### src/rtl/staircase_seq_gen.sv
// Staircase sequence generator: emits runs 1..n (or n..1) for n = 1..lim,
// one term per enabled clock, with run/sequence boundary flags.
//
// state  | meaning
// -------+-------------------------------------------------------------
// S_RUN  | presenting terms; each enabled edge consumes the current one
// S_DONE | one-shot sequence finished; outputs forced to 0 until clr/rst
module staircase_seq_gen #(
  parameter int WIDTH    = 3,
  parameter bit WRAP_DEF = 1'b1
) (
  input  logic             clk,
  input  logic             rst,
  input  logic             en,
  input  logic             clr,
  input  logic [WIDTH-1:0] lim,
  input  logic             dir,
  input  logic             wrap,
  output logic [WIDTH-1:0] count,
  output logic [WIDTH-1:0] run_len,
  output logic             run_first,
  output logic             run_last,
  output logic             seq_done,
  output logic             busy
);

  typedef enum logic {
    S_RUN  = 1'b0,
    S_DONE = 1'b1
  } state_t;

  localparam logic [WIDTH-1:0] ONE = WIDTH'(1);

  state_t           state_q;
  logic [WIDTH-1:0] n_q;
  logic [WIDTH-1:0] cnt_q;
  logic [WIDTH-1:0] lim_q;
  logic             dir_q;
  logic             wrap_q;
  logic             seq_done_q;

  logic [WIDTH-1:0] lim_eff;
  logic             at_run_end;
  logic             at_seq_end;

  // A zero limit would make an empty sequence; treat it as a single run of 1.
  assign lim_eff    = (lim == '0) ? ONE : lim;
  assign at_run_end = dir_q ? (cnt_q == ONE) : (cnt_q == n_q);
  assign at_seq_end = at_run_end && (n_q >= lim_q);

  always_ff @(posedge clk or negedge rst) begin
    if (!rst) begin
      state_q    <= S_RUN;
      n_q        <= ONE;
      cnt_q      <= ONE;
      lim_q      <= '1;
      dir_q      <= 1'b0;
      wrap_q     <= WRAP_DEF;
      seq_done_q <= 1'b0;
    end else if (clr) begin
      state_q    <= S_RUN;
      n_q        <= ONE;
      cnt_q      <= ONE;
      lim_q      <= lim_eff;
      dir_q      <= dir;
      wrap_q     <= wrap;
      seq_done_q <= 1'b0;
    end else if (en && (state_q == S_RUN)) begin
      seq_done_q <= at_seq_end;
      if (at_seq_end) begin
        n_q   <= ONE;
        cnt_q <= ONE;
        if (wrap_q) begin
          lim_q  <= lim_eff;
          dir_q  <= dir;
          wrap_q <= wrap;
        end else begin
          state_q <= S_DONE;
        end
      end else if (at_run_end) begin
        // n < lim_q here, so n+1 cannot overflow even at the maximum limit.
        n_q   <= n_q + ONE;
        cnt_q <= dir_q ? (n_q + ONE) : ONE;
      end else begin
        cnt_q <= dir_q ? (cnt_q - ONE) : (cnt_q + ONE);
      end
    end else begin
      seq_done_q <= 1'b0;
    end
  end

  always_comb begin
    busy      = (state_q == S_RUN);
    count     = busy ? cnt_q : '0;
    run_len   = busy ? n_q : '0;
    run_first = busy && (cnt_q == (dir_q ? n_q : ONE));
    run_last  = busy && (cnt_q == (dir_q ? ONE : n_q));
    seq_done  = seq_done_q;
  end

endmodule

### config.mk
export PLATFORM = sky130hd
export DESIGN_NAME = staircase_seq_gen
export DESIGN_NICKNAME = d
export VERILOG_FILES = /design/src/rtl/staircase_seq_gen.sv
export SDC_FILE = /design/constraint.sdc
export NUM_CORES = 1
export LEC_CHECK = 0
export BUFFER_PORTS_ARGS = -buffer_cell sky130_fd_sc_hd__buf_4
export CAP_MARGIN = 0
export CORE_AREA = 2 2 65 67
export DETAILED_ROUTE_END_ITERATION = 7
export DIE_AREA = 0 0 67 69
export GPL_TIMING_DRIVEN = 0
export PLACE_DENSITY = 0.41
export SLEW_MARGIN = 20
export SYNTH_ARGS = -nofsm -noshare
export SYNTH_HDL_FRONTEND = slang
export SYNTH_SLANG_ARGS = --single-unit
### constraint.sdc
create_clock -name clk -period 3.2 [get_ports clk]
set_input_delay 0.32 -clock clk [delete_from_list [all_inputs] [get_ports clk]]
set_output_delay 0.32 -clock clk [all_outputs]
set_load 0.05 [all_outputs]
==> run summary, run 1 <==
=================================================================================
Global router's overall resource usage .............................        10.7%
Final weighted congestion of routability-driven global placement ...        0.861
First-iteration detailed-routing DRC count .........................           57
Vias post-DR .......................................................          809
Die width ..........................................................        67 µm
Final count of pins violating max slew .............................            0
Antenna fix cells ..................................................            0
Detailed-route wire length per cell ................................      12.1 µm
Worst voltage drop across the vdd grid .............................     0.402 mV
Number of global-route vias before repair ..........................          822
CTS sink count .....................................................           13
Setup violations, final ............................................            0
Cell count after placement .........................................          169
Netlist area before placement ......................................      942 µm²
Largest net degree at the start of global routing ..................           14
Slack of the critical path .........................................     0.869 ns
Detailed Route WL ..................................................      2.11 mm
I/O Buffers ........................................................           18
Clock latency on the worst-skew pair ...............................      0.24 ns
Sequence of cells on the critical path ............................. inv_1, ha_1, nor2b_1, o21ai_0, nand2_1, o21ba_2, mux2_2
Largest incremental delay on the critical path .....................      0.59 ns
Die outline area ...................................................     4620 µm²
Antenna violations before repair ...................................            0
H-tree depth .......................................................            1
Total overflow reported by the global router .......................            0
Final hold violations ..............................................            0
Clock period minus worst slack .....................................      2.33 ns
Setup Slack @ Placement ............................................     0.849 ns
Synthesized area divided by synthesized cell count .................     9.33 µm²
CTS Buffer Depth ...................................................            2
Leakage power total ................................................     0.555 nW
Number of design rule violations left after detail routing .........            0
Type of origin of the critical path ................................    flip-flop
Number of unique standard cell types used by synthesis .............           40
Final standard cell count with taps included and fillers excluded ..          174
Top Ports ..........................................................           19
Crit Path Max Fanout ...............................................            6
Avg Vias per Cell ..................................................         4.65
Rel. slew slack ....................................................        53.8%
Most used flip-flop cell after synthesis ........................... sky130_fd_sc_hd__dfrtp_1
Ratio of cells with drive above 1 in the final layout ..............        29.8%
Overall die height .................................................        69 µm
Root Buffer ........................................................ sky130_fd_sc_hd__clkbuf_8
Total number of yosys warnings .....................................            0
CP required ........................................................      3.33 ns
Hold Path Class ....................................................    in -> reg
Status .............................................................    completed
Power density over the cells .......................................  1010 nW/µm²
Worst Setup Path Type ..............................................   reg -> reg
Post-layout net count ..............................................          141
Core ar. ...........................................................     3910 µm²
Growth of design area from synthesis to finish .....................        26.8%
Max cap viols ......................................................            0
TritonCTS clock tree ...............................................          yes
Fin Setup TNS ......................................................         0 ns
CTS Buf Count ......................................................            3
Detailed-routing iteration count for the pre-antenna-repair pass ...            4
Total of cells resized after clock tree synthesis ..................            0
Synthesized instance count .........................................          101
Largest delay contributor family on the critical path .............. compound AO/OA/AOI/OAI gates
Flops & latches, synth .............................................           13
Worst clock skew ...................................................  0.000923 ns
Worst-path cell with the longest stage delay ....................... sky130_fd_sc_hd__dfstp_2
Max Freq ...........................................................      429 MHz
Row count ..........................................................           23
Number of buffer and inverter instances along the worst setup path .            1
Post-route clock period utilization ................................        72.8%
RSZ-0062 raised after global routing ...............................        false
Worst-Margin Slew ..................................................     0.686 ns
Type of element capturing the critical path ........................    flip-flop
ANT nets after route ...............................................            0
Wire length of the first global-routing pass .......................      3.84 mm
Worst hold slack ...................................................     0.304 ns
Number of synthesized flops with an enable pin .....................            0
Initial core utilization ...........................................        24.1%
Sequential area share after synthesis ..............................        35.3%
Arrival time of the worst setup path ...............................      2.46 ns
HPWL Detailed ......................................................      1.65 mm
Fraction of synthesis flops using an asynchronous set or reset pin .         100%
Syn_nets ...........................................................          117
Clock Pin Slew Worst Setup and Hold Paths ..........................      0.05 ns
=================================================================================
## final cells by class
type / instances / area (µm²)
flip-flops and latches: 13 / 333
inverters: 8 / 30.0
plain buffers: 5 / 22.5
clock buffers: 4 / 45.0
repair buffers: 19 / 145
fillers: 455 / 2720
well taps: 50 / 62.6
multi-input cells: 75 / 557
## what timing repair did
item,4_1_cts,5_1_grt
hold buffers,1,0
setup buffers,0,0
hold endpoints to repair,7,0
## per-stage QoR
stage	cell area, µm²	total power [mW]	util (%)
floorplan	942	0.870	-
global placement	1140	1.07	29.1
detailed placement	1140	1.07	29.1
CTS	1190	1.22	30.5
global route	1190	1.32	30.5
finish	1190	1.21	30.5
## final timing paths
check	startpoint	slack, ns	depth (start not counted)	endpoint
max	n_q[0]$_DFFE_PN1P_	0.87	7	dir_q$_DFFE_PN0P_
min	lim[2]	0.30	2	lim_q[2]$_DFFE_PN1P_
max reg2reg	n_q[0]$_DFFE_PN1P_	0.87	7	dir_q$_DFFE_PN0P_
min reg2reg	wrap_q$_DFFE_PN1P_	0.56	1	wrap_q$_DFFE_PN1P_
max in group asynchronous	rst	2.51	2	lim_q[2]$_DFFE_PN1P_
min in group asynchronous	rst	0.45	2	seq_done$_DFF_PN0_
## cell usage in the layout, fill, tap and decap left out, types with 4 or more instances in the layout
| cell type | n |
|---|---|
| sky130_fd_sc_hd__a21oi_1 | 9 |
| sky130_fd_sc_hd__buf_4 | 18 |
| sky130_fd_sc_hd__dfrtp_1 | 7 |
| sky130_fd_sc_hd__dfstp_2 | 6 |
| sky130_fd_sc_hd__ha_1 | 7 |
| sky130_fd_sc_hd__inv_1 | 8 |
| sky130_fd_sc_hd__nand2_1 | 4 |
| sky130_fd_sc_hd__nor2_1 | 11 |
| sky130_fd_sc_hd__nor2b_1 | 4 |
## where the power goes
part	switching, mW	internal, mW	leakage (nW)
registers	0.0574	0.221	0.157
clock network	0.0566	0.0878	0.0228
logic	0.503	0.284	0.375
total	0.617	0.593	0.555
## cell usage after synthesis, drive strengths merged, types with 2 or more instances
master	instances	area, µm²
nor3b	2	15.0
mux2i	2	20.0
xor2	3	26.3
nor2	11	41.3
nor4	3	33.8
o21ai	3	18.8
nor3	2	10.0
ha	7	87.6
inv	8	30.0
mux2	4	45.0
dfrtp	7	175
a21oi	9	45.0
buf	3	15.0
clkbuf	2	7.51
nor2b	4	25.0
o21bai	2	15.0
dfstp	6	158
nand2	4	15.0
## kinds of logic (layout without fill, tap and decap cells)
group | count (synthesis) | in the layout | synth area share [%]
xor+xnor | 4 | 4 | 3.72
compound gates | 26 | 26 | 19.3
fa+ha+maj | 7 | 7 | 9.30
mux | 6 | 6 | 6.91
flops | 13 | 13 | 35.3
buf+inv | 13 | 36 | 5.58
simple gates | 32 | 32 | 19.9
## registers in the layout, indices dropped and copies added (netlist names)
register,count
cnt_q,3
dir_q,1
lim_q,3
n_q,3
seq_done,1
state_q,1
wrap_q,1
## metal layers
layer	GRT usage, %	up-vias	wire length [µm]
met4	5.44	0	26
met3	1.79	2	97
met2	15.8	16	903
met5	0	-	0
li1	-	411	-
met1	14.7	380	1080
Power figures use the tool's default switching activity.
==> run 2, diff against run 1 <==
--- a/config.mk
+++ b/config.mk
@@ -11,7 +11,7 @@
 export DETAILED_ROUTE_END_ITERATION = 7
 export DIE_AREA = 0 0 67 69
 export GPL_TIMING_DRIVEN = 0
-export PLACE_DENSITY = 0.41
+export PLACE_DENSITY = 0.43
 export SLEW_MARGIN = 20
 export SYNTH_ARGS = -nofsm -noshare
 export SYNTH_HDL_FRONTEND = slang
==> constraint.sdc (replaced) <==
create_clock -name clk -period 2 [get_ports clk]
set_input_delay 0.2 -clock clk [delete_from_list [all_inputs] [get_ports clk]]
set_output_delay 0.2 -clock clk [all_outputs]
set_load 0.05 [all_outputs]
==> run summary, run 2 (synthesized netlist as in run 1, its figures left out) <==
================================================================================
Fin Setup TNS .....................................................         0 ns
PnR Total Power ...................................................      2.13 mW
Cell internal pwr .................................................      1.07 mW
Global router's overall resource usage ............................        10.8%
Post-route clock period utilization ...............................        98.7%
H-tree depth ......................................................            1
Final weighted congestion of routability-driven global placement ..        0.752
Detailed Route WL .................................................      2.31 mm
Total overflow reported by the global router ......................            0
Row count .........................................................           23
Final standard cell count with taps included and fillers excluded .          180
Worst voltage drop across the vdd grid ............................     0.464 mV
Largest net degree at the start of global routing .................           14
Top Registers ..................................................... cnt_q (3), lim_q (3), n_q (3)
Sw Share ..........................................................        50.0%
Clock latency on the worst-skew pair ..............................      0.24 ns
Worst clock skew ..................................................   0.00168 ns
Arrival time of the worst setup path ..............................      2.15 ns
Number of fill cells ..............................................          432
Worst-Margin Slew .................................................     0.517 ns
Total area of sequential cells ....................................      334 µm²
Number of global-route vias before repair .........................          846
Slack of the critical path ........................................    0.0270 ns
Core ar. ..........................................................     3910 µm²
Final non-filler cell area ........................................     1320 µm²
FF-to-FF Start .................................................... n_q[2]$_DFFE_PN0P_
Number of design rule violations left after detail routing ........            0
Start point of the worst hold path ................................         wrap
Antenna violations before repair ..................................            0
Wire length of the first global-routing pass ......................      3.91 mm
Overall die height ................................................        69 µm
CP required .......................................................      2.17 ns
Setup Slack @ Placement ...........................................    -0.155 ns
Power density over the cells ......................................  1620 nW/µm²
HPWL Detailed .....................................................      1.70 mm
Clk network pwr share .............................................        11.2%
First-iteration detailed-routing DRC count ........................           15
Avg Vias per Cell .................................................         4.67
Util after Layout .................................................        33.7%
Commonest non-fill, non-tap cell in the layout .................... sky130_fd_sc_hd__buf_4
I/O Buffers .......................................................           18
Die width .........................................................        67 µm
Status ............................................................    completed
Type of element capturing the critical path .......................    flip-flop
Final hold violations .............................................            0
Worst hold slack ..................................................     0.177 ns
Vias post-DR ......................................................          840
Max Freq ..........................................................      507 MHz
Net switching power of the design .................................      1.07 mW
Post-layout net count .............................................          147
Rel. slew slack ...................................................        65.5%
CTS sink count ....................................................           13
TritonCTS clock tree ..............................................          yes
Crit Path Max Fanout ..............................................            7
Antenna fix cells .................................................            0
Area of the multi-input gates .....................................      624 µm²
Comb pwr share ....................................................        68.0%
CTS Buf Count .....................................................            3
Sequential Power Share ............................................        20.8%
Hold Path Class ...................................................    in -> reg
Root Buffer ....................................................... sky130_fd_sc_hd__clkbuf_8
Leakage power total ...............................................     0.594 nW
Initial core utilization ..........................................        24.1%
Die outline area ..................................................     4620 µm²
Setup violations, final ...........................................            0
Commonest non-fill, non-tap cells in the layout ................... sky130_fd_sc_hd__buf_4 (23), sky130_fd_sc_hd__nor2_1 (11), sky130_fd_sc_hd__inv_1 (7), sky130_fd_sc_hd__a21oi_1 (7)
Post-Place Cell Area ..............................................     1140 µm²
Type of origin of the critical path ...............................    flip-flop
Cell count after placement ........................................          169
Max cap viols .....................................................            0
ANT nets after route ..............................................            0
CTS Buffer Depth ..................................................            2
Worst Setup Path Type .............................................   reg -> reg
Growth of design area from synthesis to finish ....................        40.0%
Start point of the critical path .................................. n_q[2]$_DFFE_PN0P_
RSZ-0062 raised after global routing ..............................         true
Top Ports .........................................................           19
Clock period minus worst slack ....................................      1.97 ns
Clock Pin Slew Worst Setup and Hold Paths .........................      0.05 ns
Ratio of cells with drive above 1 in the final layout .............        42.3%
Final count of pins violating max slew ............................            0
Detailed-route wire length per cell ...............................      12.8 µm
Detailed-routing iteration count for the pre-antenna-repair pass ..            4
================================================================================
[run 2: final timing paths]
check / end / slack [ns] / cells after the start
max: n_q[2]$_DFFE_PN0P_ / 0.03 / 6
min: wrap_q$_DFFE_PN1P_ / 0.18 / 2
max reg2reg: n_q[2]$_DFFE_PN0P_ / 0.03 / 6
min reg2reg: wrap_q$_DFFE_PN1P_ / 0.56 / 1
max in group asynchronous: lim_q[1]$_DFFE_PN1P_ / 1.43 / 2
min in group asynchronous: seq_done$_DFF_PN0_ / 0.33 / 2
[run 2: layout make-up]
cell class / count / area share [%]
repair buffers: 25 / 14.7
flip-flops and latches: 13 / 25.3
inverters: 8 / 2.28
well taps: 50 / 4.74
multi-input cells: 75 / 47.3
plain buffers: 5 / 2.18
clock buffers: 4 / 3.42
[run 2: per-layer routing]
metal  global-route usage (%)  wire length [µm]  up-vias
li1                         -                 -      418
met1                     13.1              1030      408
met2                     18.9              1170       11
met3                     2.28                85        3
met4                     2.72                24        0
met5                        0                 0        -
[run 2: power groups by stage]
| stage | Sequential, mW | Clock (mW) | Combinational (mW) |
|---|---|---|---|
| after floorplan | 0.431 | 0 | 0.972 |
| after global placement | 0.453 | 0 | 1.25 |
| after detailed placement | 0.452 | 0 | 1.27 |
| after CTS | 0.438 | 0.249 | 1.37 |
| after global routing | 0.457 | 0.262 | 1.58 |
| final | 0.444 | 0.239 | 1.45 |
[run 2: critical path, cell delays in order (launching register included)]
cell and delay, ns:
sky130_fd_sc_hd__dfrtp_1 0.38, sky130_fd_sc_hd__buf_6 0.14, sky130_fd_sc_hd__xor2_2 0.19, sky130_fd_sc_hd__nor4_4 0.42, sky130_fd_sc_hd__o21ai_4 0.13, sky130_fd_sc_hd__or4b_4 0.50
sky130_fd_sc_hd__a21oi_2 0.14
[run 2: repair_timing]
item / in CTS / in global routing
endpoints found under the setup margin: 12 / 11
buffers inserted: 3 / 3
hold buffers: 1 / 0
endpoints found under the hold margin: 7 / 0
resized for setup: 5 / 13
pin swaps: 1 / 6
==> run 3, diff against run 2 <==
--- a/config.mk
+++ b/config.mk
@@ -7,11 +7,13 @@
 export LEC_CHECK = 0
 export BUFFER_PORTS_ARGS = -buffer_cell sky130_fd_sc_hd__buf_4
 export CAP_MARGIN = 0
+export CELL_PAD_IN_SITES_DETAIL_PLACEMENT = 0
+export CELL_PAD_IN_SITES_GLOBAL_PLACEMENT = 1
 export CORE_AREA = 2 2 65 67
 export DETAILED_ROUTE_END_ITERATION = 7
 export DIE_AREA = 0 0 67 69
 export GPL_TIMING_DRIVEN = 0
-export PLACE_DENSITY = 0.43
+export PLACE_DENSITY = 0.53
 export SLEW_MARGIN = 20
 export SYNTH_ARGS = -nofsm -noshare
 export SYNTH_HDL_FRONTEND = slang
==> run summary, run 3 (synthesized netlist as in run 1, its figures left out) <==
=================================================================================
Slack of the critical path .........................................    0.0190 ns
H-tree depth .......................................................            1
Post-layout net count ..............................................          150
Overall die height .................................................        69 µm
Setup violations, final ............................................            0
Ratio of cells with drive above 1 in the final layout ..............        45.1%
Global router's overall resource usage .............................        10.9%
Antenna fix cells ..................................................            0
Initial core utilization ...........................................        24.1%
Antenna violations before repair ...................................            0
Number of design rule violations left after detail routing .........            0
Crit Path Max Fanout ...............................................            7
Sequence of cells on the critical path ............................. xor2_1, nor4_4, o21ai_4, or4b_4, a21oi_2
Die outline area ...................................................     4620 µm²
TritonCTS clock tree ...............................................          yes
Top Registers ...................................................... cnt_q (3), lim_q (3), n_q (3)
Setup Slack @ Placement ............................................    -0.194 ns
Worst hold slack ...................................................     0.179 ns
Commonest non-fill, non-tap cell in the layout ..................... sky130_fd_sc_hd__buf_4
CTS Buf Count ......................................................            3
Root Buffer ........................................................ sky130_fd_sc_hd__clkbuf_8
Clock latency on the worst-skew pair ...............................      0.24 ns
Worst-Margin Slew ..................................................     0.525 ns
Detailed-routing iteration count for the pre-antenna-repair pass ...            4
Final weighted congestion of routability-driven global placement ...        0.719
Largest net degree at the start of global routing ..................           14
First-iteration detailed-routing DRC count .........................           11
Total overflow reported by the global router .......................            0
Largest delay contributor family on the critical path .............. simple AND/OR/NAND/NOR gates
I/O Buffers ........................................................           18
Largest incremental delay on the critical path .....................      0.51 ns
Power density over the cells .......................................  1610 nW/µm²
Rel. slew slack ....................................................        65.0%
Die width ..........................................................        67 µm
Type of element capturing the critical path ........................    flip-flop
Type of origin of the critical path ................................    flip-flop
Hold Path Cell Cnt .................................................            2
Row count ..........................................................           23
Wire length of the first global-routing pass .......................      3.93 mm
Count of cells along the worst register-to-register path ...........            5
CTS Buffer Depth ...................................................            2
Endpoint of the most critical register-to-register path ............ n_q[2]$_DFFE_PN0P_
Detailed Route WL ..................................................      2.36 mm
Detailed-route wire length per cell ................................      12.9 µm
Start point of the worst hold path .................................         wrap
Hold Path Class ....................................................    in -> reg
HPWL Detailed ......................................................      1.69 mm
Worst voltage drop across the vdd grid .............................     0.496 mV
Final hold violations ..............................................            0
Top Ports ..........................................................           19
Worst clock skew ...................................................   0.00447 ns
Max Freq ...........................................................      505 MHz
Final count of pins violating max slew .............................            0
Vias post-DR .......................................................          861
Leakage power total ................................................     0.620 nW
CP required ........................................................      2.17 ns
Status .............................................................    completed
Post-route clock period utilization ................................        99.0%
Worst Setup Path Type ..............................................   reg -> reg
Growth of design area from synthesis to finish .....................        43.2%
Arrival time of the worst setup path ...............................      2.15 ns
Clock Pin Slew Worst Setup and Hold Paths ..........................      0.06 ns
Terminating pin of the worst hold path ............................. wrap_q$_DFFE_PN1P_
Core ar. ...........................................................     3910 µm²
Util after Layout ..................................................        34.5%
ANT nets after route ...............................................            0
Worst reg2reg setup slack ..........................................      0.02 ns
Fin Setup TNS ......................................................         0 ns
RSZ-0062 raised after global routing ...............................         true
Worst-path cell with the longest stage delay ....................... sky130_fd_sc_hd__dfrtp_1
FF-to-FF Start ..................................................... n_q[1]$_DFFE_PN0P_
Number of global-route vias before repair ..........................          836
Number of fill cells ...............................................          439
Max cap viols ......................................................            0
Clock period minus worst slack .....................................      1.98 ns
PnR Total Power ....................................................      2.17 mW
CTS sink count .....................................................           13
Commonest non-fill, non-tap cells in the layout .................... sky130_fd_sc_hd__buf_4 (27), sky130_fd_sc_hd__nor2_1 (11), sky130_fd_sc_hd__inv_1 (7), sky130_fd_sc_hd__a21oi_1 (7), sky130_fd_sc_hd__dfrtp_1 (7)
Number of buffer and inverter instances along the worst setup path .            0
Avg Vias per Cell ..................................................         4.70
=================================================================================
[run 3: layer usage]
metal	wire [µm]	GRT usage [%]
met3	60	1.63
met5	0	0
met1	1050	14.0
met4	28	3.40
met2	1220	18.3
[run 3: how the worst max path moves through the flow]
stage / startpoint / endpoint / slack (ns) / cells past startpoint
final: n_q[1]$_DFFE_PN0P_ / n_q[2]$_DFFE_PN0P_ / 0.02 / 5
after global placement: n_q[0]$_DFFE_PN1P_ / dir_q$_DFFE_PN0P_ / -0.18 / 7
after floorplan: cnt_q[1]$_DFFE_PN0N_ / run_last / 0.11 / 5
after detailed placement: n_q[0]$_DFFE_PN1P_ / lim_q[2]$_DFFE_PN1P_ / -0.19 / 7
after global routing: n_q[2]$_DFFE_PN0P_ / n_q[2]$_DFFE_PN0P_ / -0.09 / 6
after CTS: cnt_q[0]$_DFFE_PN1N_ / n_q[2]$_DFFE_PN0P_ / 0.003 / 5
[run 3: final cells by class]
type                    instances  area [µm²]  share of cell area (%)
clock buffers                   3        41.3                    3.06
plain buffers                   5        28.8                    2.13
multi-input cells              75         636                    47.1
repair buffers                 28         213                    15.8
inverters                       8        30.0                    2.23
well taps                      50        62.6                    4.64
clock inverters                 1        5.00                   0.371
flip-flops and latches         13         333                    24.7
[run 3: repair_timing]
| item | 4_1_cts | 5_1_grt |
|---|---|---|
| pin swaps | 1 | 7 |
| resized for setup | 3 | 17 |
| hold buffers | 1 | 0 |
| buffers inserted | 3 | 6 |
| hold endpoints to repair | 7 | 0 |
| setup endpoints to repair | 13 | 12 |
[run 3: report_power, final]
part           total [mW]  leakage, nW  internal (mW)  switching (mW)
clock network       0.234       0.0255          0.138          0.0967
logic                1.49        0.438          0.599           0.892
registers           0.448        0.157          0.354          0.0944
total                2.17        0.620           1.09            1.08
[run 3: metrics by stage]
stage	cell area, µm²	instances
floorplan	947	101
global placement	1140	169
detailed placement	1140	169
CTS	1240	177
global route	1350	183
finish	1350	183
